[src/rtl/ps2_mouse_hub.sv]
// Multi-channel receive-only PS/2 mouse front end: one independent receiver per channel,
// decoding 3-byte stream packets into a clamped canvas cursor position plus button state.
module ps2_mouse_hub_ch #(
  parameter int CANVAS_WIDTH   = 360,
  parameter int CANVAS_HEIGHT  = 720,
  parameter int SYNC_STAGES    = 2,
  parameter int TIMEOUT_CYCLES = 200000,
  parameter int XW             = $clog2(CANVAS_WIDTH),
  parameter int YW             = $clog2(CANVAS_HEIGHT)
) (
  input  logic          clk_i,
  input  logic          rst_ni,
  input  logic          ps2_clk_i,
  input  logic          ps2_data_i,
  output logic [XW-1:0] x_o,
  output logic [YW-1:0] y_o,
  output logic          l_o,
  output logic          r_o,
  output logic          clkp_o,
  output logic          pv_o,
  output logic          err_o
);
  localparam int PXW = XW + 2;
  localparam int PYW = YW + 2;
  localparam int TW  = $clog2(TIMEOUT_CYCLES + 1);
  localparam logic [PXW-1:0] XMAX   = PXW'(CANVAS_WIDTH - 1);
  localparam logic [PYW-1:0] YMAX   = PYW'(CANVAS_HEIGHT - 1);
  localparam logic [TW-1:0]  TO_MAX = TW'(TIMEOUT_CYCLES);

  typedef enum logic [1:0] {S_IDLE, S_DATA, S_PAR, S_STOP} fsm_e;

  fsm_e                   fsm_q;
  logic [SYNC_STAGES-1:0] cs_q, ds_q;
  logic                   prev_q;
  logic [2:0]             bit_q;
  logic [7:0]             sh_q, byte_q, st_q, b1_q;
  logic                   par_q, bvld_q;
  logic [1:0]             idx_q;
  logic [TW-1:0]          to_q;
  logic [XW-1:0]          x_q, x_d;
  logic [YW-1:0]          y_q, y_d;
  logic                   l_q, r_q, clkp_q, pv_q, err_q;

  logic           fall, dbit;
  logic [8:0]     dx, dy;
  logic [PXW-1:0] nx;
  logic [PYW-1:0] ny;

  assign dbit = ds_q[SYNC_STAGES-1];
  assign fall = prev_q & ~cs_q[SYNC_STAGES-1];

  // Widened unsigned math; the top bit going high means the result went negative.
  always_comb begin
    dx  = {st_q[4], b1_q};
    dy  = {st_q[5], byte_q};
    nx  = {2'b00, x_q} + {{(PXW-9){dx[8]}}, dx};
    ny  = {2'b00, y_q} - {{(PYW-9){dy[8]}}, dy};
    x_d = x_q;
    y_d = y_q;
    if (!st_q[6]) begin
      if (nx[PXW-1])     x_d = '0;
      else if (nx > XMAX) x_d = XMAX[XW-1:0];
      else               x_d = nx[XW-1:0];
    end
    if (!st_q[7]) begin
      if (ny[PYW-1])     y_d = '0;
      else if (ny > YMAX) y_d = YMAX[YW-1:0];
      else               y_d = ny[YW-1:0];
    end
  end

  always_ff @(posedge clk_i) begin
    if (!rst_ni) begin
      fsm_q  <= S_IDLE;
      cs_q   <= '1;
      ds_q   <= '1;
      prev_q <= 1'b1;
      bit_q  <= '0;
      sh_q   <= '0;
      byte_q <= '0;
      st_q   <= '0;
      b1_q   <= '0;
      par_q  <= 1'b0;
      bvld_q <= 1'b0;
      idx_q  <= '0;
      to_q   <= '0;
      x_q    <= XW'(CANVAS_WIDTH / 2);
      y_q    <= YW'(CANVAS_HEIGHT / 2);
      l_q    <= 1'b0;
      r_q    <= 1'b0;
      clkp_q <= 1'b0;
      pv_q   <= 1'b0;
      err_q  <= 1'b0;
    end else begin
      cs_q[0] <= ps2_clk_i;
      ds_q[0] <= ps2_data_i;
      for (int k = 1; k < SYNC_STAGES; k++) begin
        cs_q[k] <= cs_q[k-1];
        ds_q[k] <= ds_q[k-1];
      end
      prev_q <= cs_q[SYNC_STAGES-1];
      pv_q   <= 1'b0;
      clkp_q <= 1'b0;
      err_q  <= 1'b0;
      bvld_q <= 1'b0;

      if (to_q == TO_MAX) begin
        fsm_q <= S_IDLE;
        idx_q <= '0;
        err_q <= 1'b1;
        to_q  <= '0;
      end else begin
        if (fall)                                   to_q <= '0;
        else if (fsm_q != S_IDLE || idx_q != 2'd0)  to_q <= to_q + 1'b1;

        // Packet assembly runs one cycle behind the frame FSM.
        if (bvld_q) begin
          case (idx_q)
            2'd0: if (byte_q[3]) begin st_q <= byte_q; idx_q <= 2'd1; end
            2'd1: begin b1_q <= byte_q; idx_q <= 2'd2; end
            default: begin
              idx_q  <= 2'd0;
              pv_q   <= 1'b1;
              x_q    <= x_d;
              y_q    <= y_d;
              l_q    <= st_q[0];
              r_q    <= st_q[1];
              clkp_q <= st_q[0] & ~l_q;
            end
          endcase
        end

        if (fall) begin
          case (fsm_q)
            S_IDLE: if (!dbit) begin fsm_q <= S_DATA; bit_q <= '0; end
            S_DATA: begin
              sh_q  <= {dbit, sh_q[7:1]};
              bit_q <= bit_q + 1'b1;
              if (bit_q == 3'd7) fsm_q <= S_PAR;
            end
            S_PAR: begin par_q <= dbit; fsm_q <= S_STOP; end
            default: begin
              fsm_q <= S_IDLE;
              if (dbit && (^{sh_q, par_q})) begin
                byte_q <= sh_q;
                bvld_q <= 1'b1;
              end else begin
                err_q <= 1'b1;
                idx_q <= '0;
              end
            end
          endcase
        end
      end
    end
  end

  assign x_o    = x_q;
  assign y_o    = y_q;
  assign l_o    = l_q;
  assign r_o    = r_q;
  assign clkp_o = clkp_q;
  assign pv_o   = pv_q;
  assign err_o  = err_q;
endmodule

module ps2_mouse_hub #(
  parameter int NUM_CH         = 2,
  parameter int CANVAS_WIDTH   = 360,
  parameter int CANVAS_HEIGHT  = 720,
  parameter int SYNC_STAGES    = 2,
  parameter int TIMEOUT_CYCLES = 200000,
  parameter int XW             = $clog2(CANVAS_WIDTH),
  parameter int YW             = $clog2(CANVAS_HEIGHT)
) (
  input  logic                 clk_in,
  input  logic                 rst_in,
  input  logic [NUM_CH-1:0]    ps2_clk_in,
  input  logic [NUM_CH-1:0]    ps2_data_in,
  output logic [NUM_CH*XW-1:0] mouse_x_out,
  output logic [NUM_CH*YW-1:0] mouse_y_out,
  output logic [NUM_CH-1:0]    click_out,
  output logic [NUM_CH-1:0]    right_out,
  output logic [NUM_CH-1:0]    click_pulse_out,
  output logic [NUM_CH-1:0]    pkt_valid_out,
  output logic [NUM_CH-1:0]    err_out
);
  for (genvar i = 0; i < NUM_CH; i++) begin : g_ch
    ps2_mouse_hub_ch #(
      .CANVAS_WIDTH  (CANVAS_WIDTH),
      .CANVAS_HEIGHT (CANVAS_HEIGHT),
      .SYNC_STAGES   (SYNC_STAGES),
      .TIMEOUT_CYCLES(TIMEOUT_CYCLES),
      .XW            (XW),
      .YW            (YW)
    ) u_ch (
      .clk_i     (clk_in),
      .rst_ni    (rst_in),
      .ps2_clk_i (ps2_clk_in[i]),
      .ps2_data_i(ps2_data_in[i]),
      .x_o       (mouse_x_out[i*XW +: XW]),
      .y_o       (mouse_y_out[i*YW +: YW]),
      .l_o       (click_out[i]),
      .r_o       (right_out[i]),
      .clkp_o    (click_pulse_out[i]),
      .pv_o      (pkt_valid_out[i]),
      .err_o     (err_out[i])
    );
  end
endmodule

[config.mk]
export PLATFORM = sky130hd
export DESIGN_NAME = ps2_mouse_hub
export DESIGN_NICKNAME = d
export VERILOG_FILES = /design/src/rtl/ps2_mouse_hub.sv
export SDC_FILE = /design/constraint.sdc
export NUM_CORES = 1
export LEC_CHECK = 0
export BUFFER_PORTS_ARGS = -buffer_cell sky130_fd_sc_hd__buf_2
export CAP_MARGIN = 20
export CELL_PAD_IN_SITES_DETAIL_PLACEMENT = 1
export CELL_PAD_IN_SITES_GLOBAL_PLACEMENT = 2
export CORE_ASPECT_RATIO = 1.1
export CORE_MARGIN = 8
export CORE_UTILIZATION = 27
export CTS_CLUSTER_DIAMETER = 150
export CTS_CLUSTER_SIZE = 24
export DETAILED_ROUTE_END_ITERATION = 7
export PLACE_DENSITY_LB_ADDON = 0.1
export SLEW_MARGIN = 30
export SYNTH_ARGS = -nofsm -noshare
export SYNTH_HDL_FRONTEND = slang
export SYNTH_HIERARCHICAL = 1
export SYNTH_SLANG_ARGS = --single-unit
[constraint.sdc]
create_clock -name clk_in -period 3.1 [get_ports clk_in]
set_clock_uncertainty 0.15 [all_clocks]
set_input_delay 0.62 -clock clk_in [delete_from_list [all_inputs] [get_ports clk_in]]
set_output_delay 0.62 -clock clk_in [all_outputs]
set_load 0.005 [all_outputs]
# Word level (Yosys, flattened, before mapping)
# Index checks and enable logic that the tools add are counted.
# Widths: inputs -> output; s select.
# totals
regBits,176
latch_bits,0
mem_bits_rw,0
romBits,0
input_bits,6
output_inout_bits,48
wordCells,181
n_memories,0
# op_classes
add_sub_neg,8
multipliers,0
div_mod_pow,0
magnitude_cmp,4
n_eq_ne,14
shift,0
n_mux,42
n_bitwise,23
reduce_logical,50
# ops
op,count
$mux 10,4
$reduce_and 4->1,10
$add 18x1->18 const B,2
$eq 18x18->1 const B,2
$mux 9,4
$reduce_and 3->1,10
$mux 2,14
$gt 12x10->1 const B,2
$sub 11x9->12,2
$add 10x9->11,2
$gt 11x9->1 const B,2
$not 1->1,19
$reduce_or 3->1,6
$reduce_xor 9->1,2
$mux 1,12
$pmux 2 s3,2
$pmux 3 s2,2
$reduce_bool 2->1,6
$reduce_or 6->1,2
$reduce_or 5->1,2
$eq 2x1->1 const B,4
$logic_not 2->1,4
$pmux 2 s2,2
$reduce_or 2->1,4
other kinds (9),20

# Depth between registers and ports, before layout
# Gate-level depths: netlist of run 1.
# depth
word_depth,6
mapped_depth,11
mapped_depth_nobuf,11

# Cells and area by module
# The synthesis of run 1 kept the hierarchy.
# by_module_without_submodules
module,instances,cells_per_inst,area_each_um2,seq_area_each_um2
ps2_mouse_hub_ch (g_ch[1].u_ch),1,563,4792.1,1721.7
ps2_mouse_hub_ch (g_ch[0].u_ch),1,529,4644.5,1721.7

# Least setup slack after synthesis of run 1
# Ideal clock, no wire load.
# synth_path
kind,reg-to-reg
from,register g_ch[1].u_ch.x_q[0]
to,register g_ch[1].u_ch.x_q[4]
setup_time_ns,0.116
arrival_ns,2.427
required_time_ns,2.834
slack_ns,0.407
stages_incl_launch_ff,10
n_path_buf,0
synth_period_minus_slack_ns,2.693
path_cell_list,dfxtp_1 ha_1 fa_1 a211oi_1 nor2_1 o21ai_2 xnor2_1 a2111oi_1 nor2_1 a31o_2
# synth_via
elab_chain_cells,4
# synth_lines
element,line,source
"start, declared",40,"logic [XW-1:0] x_q, x_d;"
"start signal, assigned",87,x_q <= XW'(CANVAS_WIDTH / 2);
$add 10x9->11 *,56,"nx = {2'b00, x_q} + {{(PXW-9){dx[8]}}, dx};"
$gt 11x9->1,62,else if (nx > XMAX) x_d = XMAX[XW-1:0];
$mux 9,62,
$mux 9 *,61,if (nx[PXW-1]) x_d = '0;
# Every way passes the cells marked *; elsewhere a longest branch is shown, timed or not.
# A chain may end at the register's enable or synchronous reset.

# Worst setup path after layout of run 1
# layout_path
from,register g_ch[1].u_ch.byte_q[0]
to,register g_ch[1].u_ch.y_q[0]
# layout_via
elab_chain_cells,4
# layout_lines
element,line,source
"start, declared",36,"logic [7:0] sh_q, byte_q, st_q, b1_q;"
"start signal, assigned",145,byte_q <= sh_q;
$sub 11x9->12 *,57,"ny = {2'b00, y_q} - {{(PYW-9){dy[8]}}, dy};"
$gt 12x10->1,67,else if (ny > YMAX) y_d = YMAX[YW-1:0];
$mux 10,67,
$mux 10 *,66,if (ny[PYW-1]) y_d = '0;
"end signal, assigned",88,y_q <= YW'(CANVAS_HEIGHT / 2);
"end signal, assigned",125,y_q <= y_d;
"end, declared",41,"logic [YW-1:0] y_q, y_d;"
# Marks and branches as above.

==> results of run 1 <==
state kept, by name (all words and copies together) (netlist names), 4 cells and up:
register and flops:
g_ch.u_ch/x_o 18, g_ch.u_ch/sh_q 16, g_ch.u_ch/b1_q 16, g_ch.u_ch/st_q 12
g_ch.u_ch/byte_q 16, g_ch.u_ch/ds_q 4, g_ch.u_ch/to_q 36, g_ch.u_ch/y_o 20
g_ch.u_ch/cs_q 4, g_ch.u_ch/bit_q 6, g_ch.u_ch/fsm_q 4, g_ch.u_ch/idx_q 4
through the flow:
step / setup slack [ns] / hold slack, ns / util, % / cells
after floorplan: 0.407 / 0.236 / - / 1092
after global placement: 0.0917 / 0.239 / 29.6 / 1584
after detailed placement: 0.00354 / 0.247 / 29.6 / 1584
after CTS: 0.0716 / 0.184 / 31.3 / 1616
after global routing: -0.00758 / 0.195 / 31.6 / 1620
final: 0.179 / 0.211 / 31.6 / 1620
what timing repair did:
item	in CTS	in global routing
resized for setup	1	12
endpoints found under the setup margin	2	26
gates cloned	0	0
pin swaps	0	2
buffers inserted	0	4
cell usage after synthesis (all sizes together), types with 5 or more instances:
cell	instances
dfxtp	172
nand3	33
or2	7
and2	15
a31o	5
o21ai	39
mux2i	41
nand2b	23
nor3	11
and3	15
o21bai	8
a221oi	6
clkbuf	15
buf	19
o22ai	6
nand2	80
inv	47
a31oi	10
a211oi	13
o21a	7
a21oi	79
o211ai	12
nand3b	7
or3	10
nor2	170
a21o	16
nor2b	14
ha	58
xor2	33
nand4	10
xnor2	31
power by group through the flow:
stage	Sequential, mW	Clock, mW	Combinational (mW)
3_5_place_dp	2.27	0	0.0839
6_report	2.22	2.26	0.0797
2_1_floorplan	2.27	0	0.0531
5_1_grt	2.22	2.45	0.0900
4_1_cts	2.22	2.35	0.0841
3_3_place_gp	2.27	0	0.0841
final timing paths:
| kind | to |
|---|---|
| setup / recovery | g_ch[1].u_ch/y_o[0] |
| hold reg to reg | g_ch[1].u_ch/ds_q[1] |
| hold / removal | g_ch[0].u_ch/cs_q[0] |
| setup reg to reg | g_ch[1].u_ch/y_o[0] |
cell type report:
class | count | share of cell area [%]
clock inverters | 13 | 1.40
inverters | 47 | 1.61
well taps | 444 | 5.06
repair buffers | 86 | 4.78
multi-input cells | 839 | 51.7
flip-flops and latches | 172 | 31.3
clock buffers | 19 | 4.12
metal layers:
layer | global-route usage, % | wire length (µm) | vias to the layer above
met3 | 2.07 | 454 | 17
met1 | 15.9 | 12700 | 3782
li1 | - | - | 4002
met5 | 0 | 0 | -
met4 | 3.64 | 257 | 0
met2 | 23.9 | 13500 | 58
logic make-up after synthesis:
kind of cell	count (synthesis)	synth area share [%]
AO/OA/AOI/OAI	249	18.1
XOR/XNOR	66	6.42
adder cells (fa/ha/maj)	62	8.54
buffers and inverters	81	3.96
flip-flops	172	36.5
multiplexers	43	4.72
AND/OR/NAND/NOR	419	21.7
==> key figures, run 1 <==
Synth
  • Cell variety after synth: 89
  • Post-Syn Area: about 9400 µm²
  • Top FF cell, synth: dfxtp_1
  • Synth area leader: dfxtp_1
  • Sequential share of the synthesized area: between 30 and 40%
  • Yosys warnings: 6
  • Mean Syn Cell Area: around 8.6 µm²
  • Number of synthesized flops with an enable pin: 0
  • Syn Nets: around 1200
  • Synth area leaders: dfxtp_1, ha_1, nor2_1
  • Async set-reset flop share out of synthesis: 0%
  • Synth Register Bits: roughly 170
  • Top-area cell type share of the netlist area: a little over a third
  • Cells after Synth: between 1000 and 1500

Layout
  • Register area: between 3000 and 4000 µm²
  • NumNets Final: ~1200
  • P&R area growth vs syn: 16.4%
  • Multi-input logic area: 5680 µm²
  • Cell area after layout: 11000 µm²
  • Number of diodes: 0
  • Fillers: just over 4000
  • Share of cells above drive strength 1: 14.4%
  • Commonest non-fill, non-tap cell in the layout: dfxtp_1
  • Commonest non-fill, non-tap cells in the layout: dfxtp_1, nor2_1, nand2_1

Clocking
  • CTS max path bufs: 2
  • Clk_lat worst skew: approximately 0.43 ns
  • Inserted Clock Buffers: 17
  • Clock root cell: clkbuf_16
  • CTS tree: done
  • Worst-path clk slew: ~0.08 ns
  • Clock sinks: 172
  • H-tree lvl count: 4
  • Hold_buf cts: 0

Worst setup path
  • Crit-path cells: ha_1 -> inv_1 -> fa_1 -> a21oi_4 -> o2111ai_2 -> nand2_1 -> mux2_2 -> o311a_1 -> o211ai_4 -> o221a_2
  • Critical Path Stages: 10
  • Cell family with most CP delay: compound AO/OA/AOI/OAI gates
  • CP endpoint kind: flop
  • Buf/Inv on CP: 1
  • CP max stage delay: 0.44 ns
  • Worst-case reg-to-reg path depth: 10
  • Worst path arrival time: roughly 3.2 ns
  • Crit path kind: flop to flop
  • Worst setup SP type: flop
  • Critical Path RT: 3.33 ns
  • Worst r2r src: g_ch[1].u_ch/byte_q[0]
  • Worst setup path start: g_ch[1].u_ch/byte_q[0]
  • Slowest cell on crit path: fa_1
  • Reg2Reg Setup Slack: between 0.15 and 0.2 ns
  • Max FO, Critical Path: 6

Timing
  • Minimum clock period: between 2 and 3 ns
  • Final hold viol count: 0
  • Fmax: around 0.34 GHz
  • Fin crit share: 94.2%
  • Final setup fails: 0
  • Slew margin rel.: between 40% and 50%
  • Max Transition Viols Final: 0
  • Fin Setup TNS: 0 ns
  • Slew at the pin closest to its max-slew limit: roughly 0.75 ns

Drt
  • Vias: between 7000 and 8000
  • Drt wl/cell: between 15 and 20 µm
  • ANT nets after route: 0
  • Initial DRT Pass Iterations: 4
  • WL final: around 27000 µm
  • 1st-iter DRT viols: around 240
  • Number of remaining DRC errors: 0
  • Vias/cell: about 4.9

Pwr
  • Logic pwr share: between 1.5 and 2%
  • Seq pwr share: roughly half
  • Worst IR Drop VDD: 0.376 mV
  • Switching Fraction: about a quarter
  • P_sw: 1.07 mW
  • Clock Power Share: 49.5%
  • Final Power: roughly 4.6 mW
  • P per Cell Area: roughly 410 nW/µm²
  • Int Pwr: around 3.5 mW
  • LEAKAGE: around 4.4 nW

Floorplanning
  • I/O pins: 54
  • Core Rows: 72
  • Die area: 41200 µm²
  • Die W: between 150 and 200 µm
  • Die H: about 210 µm
  • Initial Util: between 20% and 30%
  • Core area: ~35000 µm²

Global routing
  • First-pass GRT wire length: 44100 µm
  • Number of global-route vias before repair: just over 8000
  • Initial antenna violation count: 0
  • GRT Residual Overflow: 0
  • GRT Util Overall: about an eighth
  • Largest net degree at the start of global routing: 50

Place
  • HPWL after DPL: approximately 20000 µm
  • PortBufs: 53
  • Final Wtd Congestion: around 0.75
  • Placed Area: about 10000 µm²

Worst hold path
  • Type of the worst min-delay path: input port to flop
  • Hold path depth: 2
  • Hold_sp: ps2_clk_in[0]

Outcome
  • Status: finished, final reports clean

Run
  • Max Cap Viol: 0
Power figures use the tool's default switching activity.
==> run 2: changes to the inputs <==
--- a/config.mk
+++ b/config.mk
@@ -15,7 +15,7 @@
 export CTS_CLUSTER_DIAMETER = 150
 export CTS_CLUSTER_SIZE = 24
 export DETAILED_ROUTE_END_ITERATION = 7
-export PLACE_DENSITY_LB_ADDON = 0.1
+export PLACE_DENSITY_LB_ADDON = 0.2
 export SLEW_MARGIN = 30
 export SYNTH_ARGS = -nofsm -noshare
 export SYNTH_HDL_FRONTEND = slang
==> run 2 against run 1 <==
Against the previous run: non-clock buffer count decreased by 12; critical endpoint unchanged; critical path type unchanged; critical path depth increased by 1; final cell count decreased by 0.80%.
==> key figures, run 2 (same netlist as run 1, synthesis figures left out) <==
Floorplanning
  • Initial Util: between 20% and 30%
  • Die W: 194 µm
  • Die area: slightly above 40000 µm²
  • Die H: ~210 µm
  • Core Rows: between 70 and 80
  • I/O pins: 54
  • Core area: approximately 35000 µm²

Timing
  • Fmax: 0.345 GHz
  • Fin crit share: 93.5%
  • Fin Setup TNS: 0 ns
  • Slew at the pin closest to its max-slew limit: roughly 0.56 ns
  • Final hold viol count: 0
  • Hold WS: 0.209 ns
  • Setup ws final: 0.202 ns
  • Unrepaired setup endpoints after global routing: no
  • Final setup fails: 0
  • Max Transition Viols Final: 0
  • Minimum clock period: about 2.9 ns
  • Slew margin rel.: 62.3%

Run
  • Max Cap Viol: 0

Layout
  • Largest reg by FF count: g_ch.u_ch/to_q
  • Cell area after layout: 10900 µm²
  • Share of cells above drive strength 1: roughly an eighth
  • Fillers: a little over 4000
  • Number of diodes: 0
  • Register area: between 3000 and 4000 µm²
  • NumNets Final: approximately 1200
  • Multi-input logic area: between 5000 and 6000 µm²
  • Commonest non-fill, non-tap cells in the layout: dfxtp_1, nor2_1, nand2_1
  • Commonest non-fill, non-tap cell in the layout: dfxtp_1
  • P&R area growth vs syn: 15.0%
  • Largest register FFs: 36

Global routing
  • First-pass GRT wire length: around 43000 µm
  • Number of global-route vias before repair: a little over 8000
  • Largest net degree at the start of global routing: between 40 and 50
  • Initial antenna violation count: 0
  • GRT Residual Overflow: 0
  • GRT Util Overall: ~13%

Clocking
  • Inserted Clock Buffers: 17
  • Clk_lat worst skew: around 0.44 ns
  • Clock sinks: around 170
  • Hold_buf cts: 0
  • CTS max path bufs: 2
  • Worst-path clk slew: roughly 0.07 ns
  • H-tree lvl count: 4
  • CTS tree: done
  • Clock root cell: clkbuf_16

Worst setup path
  • Cell family with most CP delay: compound AO/OA/AOI/OAI gates
  • Crit-path cells: inv_1 -> ha_1 -> inv_1 -> fa_1 -> a21oi_4 -> o2111ai_1 -> nand2_1 -> mux2_2 -> o311a_1 -> o211ai_2 -> o221a_2
  • Crit path kind: flop to flop
  • Slowest cell on crit path: fa_1
  • Reg2Reg Setup Slack: a little over 0.2 ns
  • CP endpoint kind: flop
  • Top cell by count, worst path: inv_1
  • Buf/Inv on CP: 2
  • Worst setup SP type: flop
  • Max FO, Critical Path: 6
  • CP max stage delay: 0.44 ns
  • Worst path arrival time: about 3.1 ns
  • Critical Path RT: ~3.3 ns

Worst hold path
  • Type of the worst min-delay path: input port to flop

Pwr
  • Logic pwr share: approximately 1.8%
  • Seq pwr share: 50.0%
  • Clock Power Share: between 40 and 50%
  • P per Cell Area: 408 nW/µm²
  • LEAKAGE: ~4.3 nW
  • Worst IR Drop VDD: roughly 0.38 mV
  • Switching Fraction: 22.8%
  • Int Pwr: around 3.4 mW
  • P_sw: just over 1 mW

Drt
  • ANT nets after route: 0
  • Number of remaining DRC errors: 0
  • 1st-iter DRT viols: ~210
  • Vias: between 7000 and 8000
  • WL final: 26100 µm
  • Drt wl/cell: around 16 µm
  • Initial DRT Pass Iterations: 4
  • Vias/cell: 4.89

Outcome
  • Status: finished, final reports clean

Place
  • Placed Area: 10200 µm²
  • Final Wtd Congestion: 0.790
  • Pre-CTS WS: about 0.077 ns
  • PortBufs: 53
  • HPWL after DPL: between 15000 and 20000 µm
## run 2: changes by cell type in the layout (fill, tap and decap cells not counted), sizes merged
cell and delta:
clkbuf +3, inv -4, buf -12, clkinv -2, bufinv -1, clkinvlp +3
## run 2: timing repair
action	in CTS	in global routing
buffers inserted	0	1
resized for setup	0	11
endpoints found under the setup margin	0	22
## run 2: final cells by class
class                           instances  area share [%]
Multi-Input combinational cell        839            52.2
Sequential cell                       172            31.7
Clock inverter                          9           0.807
Clock buffer                           22            4.46
Tap cell                              444            5.12
Timing Repair Buffer                   74            4.01
Inverter                               47            1.63
## run 2: power groups by stage
stage	clock network, mW	registers, mW	logic [mW]
after floorplan	0	2.27	0.0531
after global placement	0	2.27	0.0817
after detailed placement	0	2.27	0.0823
after CTS	2.24	2.22	0.0823
after global routing	2.32	2.22	0.0872
final	2.14	2.22	0.0782
## run 2: per-stage QoR
step | cells | util (%) | power [mW]
finish | 1607 | 31.2 | 4.43
floorplan | 1092 | - | 2.32
global route | 1607 | 31.2 | 4.63
global placement | 1575 | 29.4 | 2.35
detailed placement | 1575 | 29.4 | 2.35
CTS | 1606 | 31.0 | 4.54
## run 2: routing by layer
layer	track usage, %	vias up	part of all wire, %
li1	-	3982	-
met5	0	-	0
met2	22.6	78	49
met4	4.61	0	2.0
met3	2.26	33	2.1
met1	15.1	3761	47
## run 2: path summary, 6_finish.rpt
| kind | from | endpoint | cells after the start |
|---|---|---|---|
| worst max-delay path | g_ch[1].u_ch/y_o[0] | g_ch[1].u_ch/y_o[0] | 11 |
| worst min-delay path | ps2_data_in[0] | g_ch[0].u_ch/ds_q[0] | 2 |
| worst min register to register | g_ch[0].u_ch/cs_q[0] | g_ch[0].u_ch/cs_q[1] | 1 |
| worst max register to register | g_ch[1].u_ch/y_o[0] | g_ch[1].u_ch/y_o[0] | 11 |
